### src/rtl/console_pkg.sv
// Shared constants, control codes and FSM state type for the text console.
package console_pkg;

    localparam int unsigned COLS_DEF = 60;
    localparam int unsigned ROWS_DEF = 17;

    localparam logic [7:0] CH_BS    = 8'h08;
    localparam logic [7:0] CH_LF    = 8'h0A;
    localparam logic [7:0] CH_FF    = 8'h0C;
    localparam logic [7:0] CH_CR    = 8'h0D;
    localparam logic [7:0] CH_SPACE = 8'h20;

    typedef enum logic [1:0] {
        CLEAR_ALL  = 2'd0,
        IDLE       = 2'd1,
        CLEAR_LINE = 2'd2
    } console_state_t;

endpackage

### src/rtl/console_fill.sv
// Counter-based space-fill engine: one write strobe per cycle over len_m1_i+1
// consecutive addresses starting at base_i.
module console_fill #(
    parameter int unsigned AW = 10
) (
    input  logic          clk_i,
    input  logic          rst_i,
    input  logic          start_i,
    input  logic [AW-1:0] base_i,
    input  logic [AW-1:0] len_m1_i,
    output logic          we_o,
    output logic [AW-1:0] addr_o,
    output logic          done_c
);

    logic          we_q;
    logic [AW-1:0] addr_q;
    logic [AW-1:0] rem_q;

    always_ff @(posedge clk_i or posedge rst_i) begin
        if (rst_i) begin
            we_q   <= 1'b0;
            addr_q <= '0;
            rem_q  <= '0;
        end else if (start_i) begin
            we_q   <= 1'b1;
            addr_q <= base_i;
            rem_q  <= len_m1_i;
        end else if (we_q) begin
            if (rem_q == '0) begin
                we_q <= 1'b0;
            end else begin
                addr_q <= addr_q + AW'(1);
                rem_q  <= rem_q - AW'(1);
            end
        end
    end

    assign we_o   = we_q;
    assign addr_o = addr_q;
    // High during the final write so the owner can leave its clear state on time.
    assign done_c = we_q && (rem_q == '0);

endmodule

### src/rtl/text_console.sv
// Character-stream front end for the LCD text VRAM: cursor, control codes and clears.
// Optional CONSOLE_AUTOWRAP_EN: a printable in the last column triggers a newline.
module text_console
    import console_pkg::*;
#(
    parameter int unsigned COLS = COLS_DEF,
    parameter int unsigned ROWS = ROWS_DEF,
    parameter int unsigned AW   = 10
) (
    input  logic          PixelClk,
    input  logic          RST,
    input  logic          In_Valid,
    output logic          In_Ready,
    input  logic [7:0]    In_Char,
    output logic          Vram_We,
    output logic [AW-1:0] Vram_Addr,
    output logic [7:0]    Vram_Data,
    output logic [5:0]    Cursor_Col,
    output logic [4:0]    Cursor_Row,
    output logic          Busy
);

    localparam logic [5:0]    COL_LAST = 6'(COLS - 1);
    localparam logic [4:0]    ROW_LAST = 5'(ROWS - 1);
    localparam logic [AW-1:0] ALL_M1   = AW'(COLS * ROWS - 1);
    localparam logic [AW-1:0] LINE_M1  = AW'(COLS - 1);

    console_state_t state_q, state_d;
    logic [5:0]     col_q, col_d;
    logic [4:0]     row_q, row_d;
    logic [AW-1:0]  rowbase_q, rowbase_d;
    logic           pr_we_q, pr_we_d;
    logic [AW-1:0]  pr_addr_q, pr_addr_d;
    logic [7:0]     pr_data_q, pr_data_d;
    logic           ready_q, busy_q;

    logic           accept;
    logic           newline;
    logic           fill_start_c;
    logic [AW-1:0]  fill_base;
    logic [AW-1:0]  fill_len_m1;
    logic           fill_we;
    logic [AW-1:0]  fill_addr;
    logic           fill_done;

    assign accept = In_Valid && ready_q;

    // Byte interpretation, cursor movement and clear sequencing.
    always_comb begin
        state_d   = state_q;
        col_d     = col_q;
        row_d     = row_q;
        rowbase_d = rowbase_q;
        pr_we_d   = 1'b0;
        pr_addr_d = pr_addr_q;
        pr_data_d = pr_data_q;
        newline   = 1'b0;
        case (state_q)
            CLEAR_ALL, CLEAR_LINE: begin
                if (fill_done) state_d = IDLE;
            end
            IDLE: begin
                if (accept) begin
                    if ((In_Char >= 8'h20) && (In_Char <= 8'h7E)) begin
                        pr_we_d   = 1'b1;
                        pr_addr_d = rowbase_q + AW'(col_q);
                        pr_data_d = In_Char;
                        if (col_q != COL_LAST) begin
                            col_d = col_q + 6'd1;
                        end
`ifdef CONSOLE_AUTOWRAP_EN
                        else begin
                            newline = 1'b1;
                            state_d = CLEAR_LINE;
                        end
`endif
                    end else if (In_Char == CH_CR) begin
                        col_d = '0;
                    end else if (In_Char == CH_LF) begin
                        newline = 1'b1;
                        state_d = CLEAR_LINE;
                    end else if (In_Char == CH_BS) begin
                        if (col_q != '0) col_d = col_q - 6'd1;
                    end else if (In_Char == CH_FF) begin
                        state_d   = CLEAR_ALL;
                        col_d     = '0;
                        row_d     = '0;
                        rowbase_d = '0;
                    end
                end
            end
            default: state_d = CLEAR_ALL;
        endcase
        if (newline) begin
            col_d     = '0;
            row_d     = (row_q == ROW_LAST) ? 5'd0 : row_q + 5'd1;
            rowbase_d = (row_q == ROW_LAST) ? '0 : rowbase_q + AW'(COLS);
        end
    end

    // LF/FF start the fill at acceptance; reset and autowrap start it one cycle later.
    assign fill_start_c = ((state_q != IDLE) && !fill_we) ||
                          (accept && ((In_Char == CH_LF) || (In_Char == CH_FF)));
    assign fill_base    = (state_d == CLEAR_ALL) ? '0 : rowbase_d;
    assign fill_len_m1  = (state_d == CLEAR_ALL) ? ALL_M1 : LINE_M1;

    always_ff @(posedge PixelClk or posedge RST) begin
        if (RST) begin
            state_q   <= CLEAR_ALL;
            col_q     <= '0;
            row_q     <= '0;
            rowbase_q <= '0;
            pr_we_q   <= 1'b0;
            pr_addr_q <= '0;
            pr_data_q <= '0;
            ready_q   <= 1'b0;
            busy_q    <= 1'b1;
        end else begin
            state_q   <= state_d;
            col_q     <= col_d;
            row_q     <= row_d;
            rowbase_q <= rowbase_d;
            pr_we_q   <= pr_we_d;
            pr_addr_q <= pr_addr_d;
            pr_data_q <= pr_data_d;
            ready_q   <= (state_d == IDLE);
            busy_q    <= (state_d != IDLE);
        end
    end

    console_fill #(.AW(AW)) u_fill (
        .clk_i    (PixelClk),
        .rst_i    (RST),
        .start_i  (fill_start_c),
        .base_i   (fill_base),
        .len_m1_i (fill_len_m1),
        .we_o     (fill_we),
        .addr_o   (fill_addr),
        .done_c   (fill_done)
    );

    // Fill writes and printable writes never overlap in the same cycle.
    assign Vram_We    = fill_we | pr_we_q;
    assign Vram_Addr  = fill_we ? fill_addr : pr_addr_q;
    assign Vram_Data  = fill_we ? CH_SPACE : pr_data_q;
    assign In_Ready   = ready_q;
    assign Busy       = busy_q;
    assign Cursor_Col = col_q;
    assign Cursor_Row = row_q;

endmodule

### config.mk
export PLATFORM = sky130hd
export DESIGN_NAME = text_console
export DESIGN_NICKNAME = d
export VERILOG_FILES = /design/src/rtl/console_pkg.sv /design/src/rtl/console_fill.sv /design/src/rtl/text_console.sv
export SDC_FILE = /design/constraint.sdc
export NUM_CORES = 1
export LEC_CHECK = 0
export ABC_AREA = 1
export CAP_MARGIN = 20
export CORE_MARGIN = 1
export CORE_UTILIZATION = 62
export DETAILED_ROUTE_END_ITERATION = 12
export PLACE_DENSITY = 0.83
export SYNTH_ARGS = -nofsm -noshare
export SYNTH_HDL_FRONTEND = slang
export SYNTH_SLANG_ARGS = --single-unit
### constraint.sdc
create_clock -name PixelClk -period 3.33 [get_ports PixelClk]
set_input_delay 0.333 -clock PixelClk [delete_from_list [all_inputs] [get_ports PixelClk]]
set_output_delay 0.333 -clock PixelClk [all_outputs]
set_load 0.03 [all_outputs]
==> results.toml <==
[outcome]
status = "finished with violations"
violations = "design-rule violations"

[setup_path]
worstSetupStartpointType = "flop"
crit_arrival_ns = 2.39
reg2reg_slack_ns = 1.28
cp-end-kind = "primary output"
critPathMaxFanout = 25
critical_path_class = "flop to primary output"
cp.required_ns = 3.00

[sta]
worst_slew_margin_rel_pct = 46.4
skew_ns = 0.0116
fin_tns_setup_ns = 0
fmax_mhz = 367
period_minus_slack_ns = 2.72
slew_viol_final = 0
fin_ws_ns = 0.605
tightest_slew_ns = 0.805
timing.hold.ws_ns = 0.235
fin_crit_sh_pct = 81.8
hold_viol = 0
rsz0062_at_grt = "no"
setup_viol = 0

[die]
initial_core_util_pct = 65.1
dieArea_sq_mm = 0.00707
io_pins = 43
coreArea_sq_mm = 0.00642
die_y_microns = 84.1
die_w_microns = 84.1
rows = 29

[cells_and_area]
drive_gt1_share_pct = 11.5
final_common_cell = "nand2_1"
antenna_cells = 0
fin_nets = 624
fill_cells = 493
layout_common_cells = "nand2_1, inv_1, dfrtp_1"
areaGrowthSynthToFinish_pct = 16.1

[clock_network]
cts_resized = 0
htreeDepth = 3
clock_latency_ns = 0.35
cts.clk_slew.worst_paths_ns = 0.08
clock_path_buffers = 2
cts_tree = "yes"
cts.root.buffer_cell = "clkbuf_8"
clock-sinks = 65
cts_setup_buffers = 0
holdBufCountCts = 0
cts_buffers = 9

[flow_run]
maxCapViolCount = 0

[yosys]
yosys_warnings = 0
synth-simple-area-share_pct = 28.4
ys_seq_elements = 65
synth.area.mux_share_pct = 0
synthAdderAreaFrac_pct = 4.97
synth_cells = 554
synth.avg_cell_area_sq_um = 7.54
syn_nets = 581
ys_seq_area_share_pct = 39.0
synth_compound_area_share_pct = 13.1
synthXorXnorAreaFrac_pct = 4.40
ys_types = 40
synth_top_family_by_area = "simple AND/OR/NAND/NOR gates"
syn_area_sq_mm = 0.00418

[grt]
grt_usage_pct = 29.7
antenna_found_initial = 0
grt_max_degree = 51
grt_pass1_wl_microns = 16600
grt_overflow = 0
grt_pass1_vias = 3505

[worst_hold_path]
hold_class = "input port to async pin"

[placement]
pre_cts_slack_ns = 0.984
gp_congestion = 0.948
port_buffers = 42
dpl.hpwl_microns = 6870

[power_and_ir_drop]
p_leak_uw = 0.00245
vdd_drop_max_mv = 0.304
power_uw = 1580
p_per_area_mw_per_mm2 = 326

[detailed_routing]
num_vias = 3720
wl_per_cell_microns = 14.3
drt-pass1-iter-count = 10
wl_microns = 9730
dr.first_iter.drc_count = 397
drc = 8
via_per_inst = 5.48
ant_nets = 0
-- cell families (layout without fill, tap and decap cells) --
group | count (synthesis) | in the layout
and+or+nand+nor | 255 | 255
buffers and inverters | 101 | 149
AOI/OAI and AO/OA | 96 | 96
DFF | 65 | 65
xor gates and xnor gates | 21 | 21
adders and majority gates | 16 | 16
-- synthesized netlist by cell type, drive strengths merged --
master	count	area, sq um
or2	3	18.8
inv	86	323
o22ai	3	18.8
clkbuf	5	18.8
dfstp	1	26.3
nand3	43	238
a21oi	30	169
buf	9	76.3
nor2	62	293
nor4	1	6.26
ha	15	188
nand4	9	56.3
fa	1	20.0
xor2	16	140
xnor2	5	43.8
o211ai	1	12.5
nand2	131	544
a22oi	1	7.51
nor3	5	25.0
clkinv	1	5.00
nand3b	1	7.51
a31oi	1	6.26
dfrtp	64	1600
o21ai	60	334
-- report_power, final --
part	leakage [uW]	switching, uW	internal, uW
clock network	0.000106	315	418
registers	0.000724	0	789
logic	0.00162	37.4	21.0
total	0.00245	352	1230
-- path summary, 6_finish.rpt --
kind | startpoint | to | depth (start not counted)
worst max-delay path | u_fill.we_o | Vram_Addr[6] | 3
max in group asynchronous | RST | u_fill.addr_o[9] | 4
worst max register to register | u_fill.we_o | u_fill.addr_o[7] | 6
min in group PixelClk | u_fill.rem_q[0] | u_fill.rem_q[0] | 1
worst min-delay path | RST | Cursor_Col[0] | 2
worst min register to register | u_fill.rem_q[0] | u_fill.rem_q[0] | 1
-- worst max-delay path, stage by stage (launching register included) --
cell             delay (ns)
dfrtp_1                0.87
inv_1                  0.27
o21ai_0                0.22
clkdlybuf4s50_1        0.69
-- metal layers --
layer / track usage (%) / vias to the layer above / routed length (microns)
met5: 0 / - / 0
met4: 13.0 / 0 / 275
met3: 5.24 / 27 / 552
met2: 45.9 / 130 / 4500
met1: 41.4 / 1707 / 4400
li1: - / 1856 / -
-- metrics by stage --
stage               util, %  std cells  cell area [sq um]
finish                 75.6        679               4850
global route           75.6        679               4850
CTS                    75.3        678               4830
detailed placement     72.0        662               4620
global placement       72.0        662               4620
floorplan                 -        554               4180
-- state kept, by name (all words and copies together), names as in the netlist --
name and cells:
rowbase_q 10, pr_we_q 1, state_q 2, Cursor_Col 6
u_fill.rem_q 10, Cursor_Row 5, pr_data_q 8, In_Ready 1
u_fill.addr_o 10, u_fill.we_o 1, pr_addr_q 10, Busy 1
-- cell type report --
type | count | area (sq um) | area share, %
timing repair buffer | 46 | 463 | 9.54
sequential | 65 | 1630 | 33.5
clock buffer | 10 | 128 | 2.63
multi-input combinational | 388 | 2130 | 43.9
inverter | 87 | 328 | 6.75
tap | 77 | 96.3 | 1.99
clock inverter | 6 | 82.6 | 1.70
Note: power is estimated with default switching activity, not from simulation.
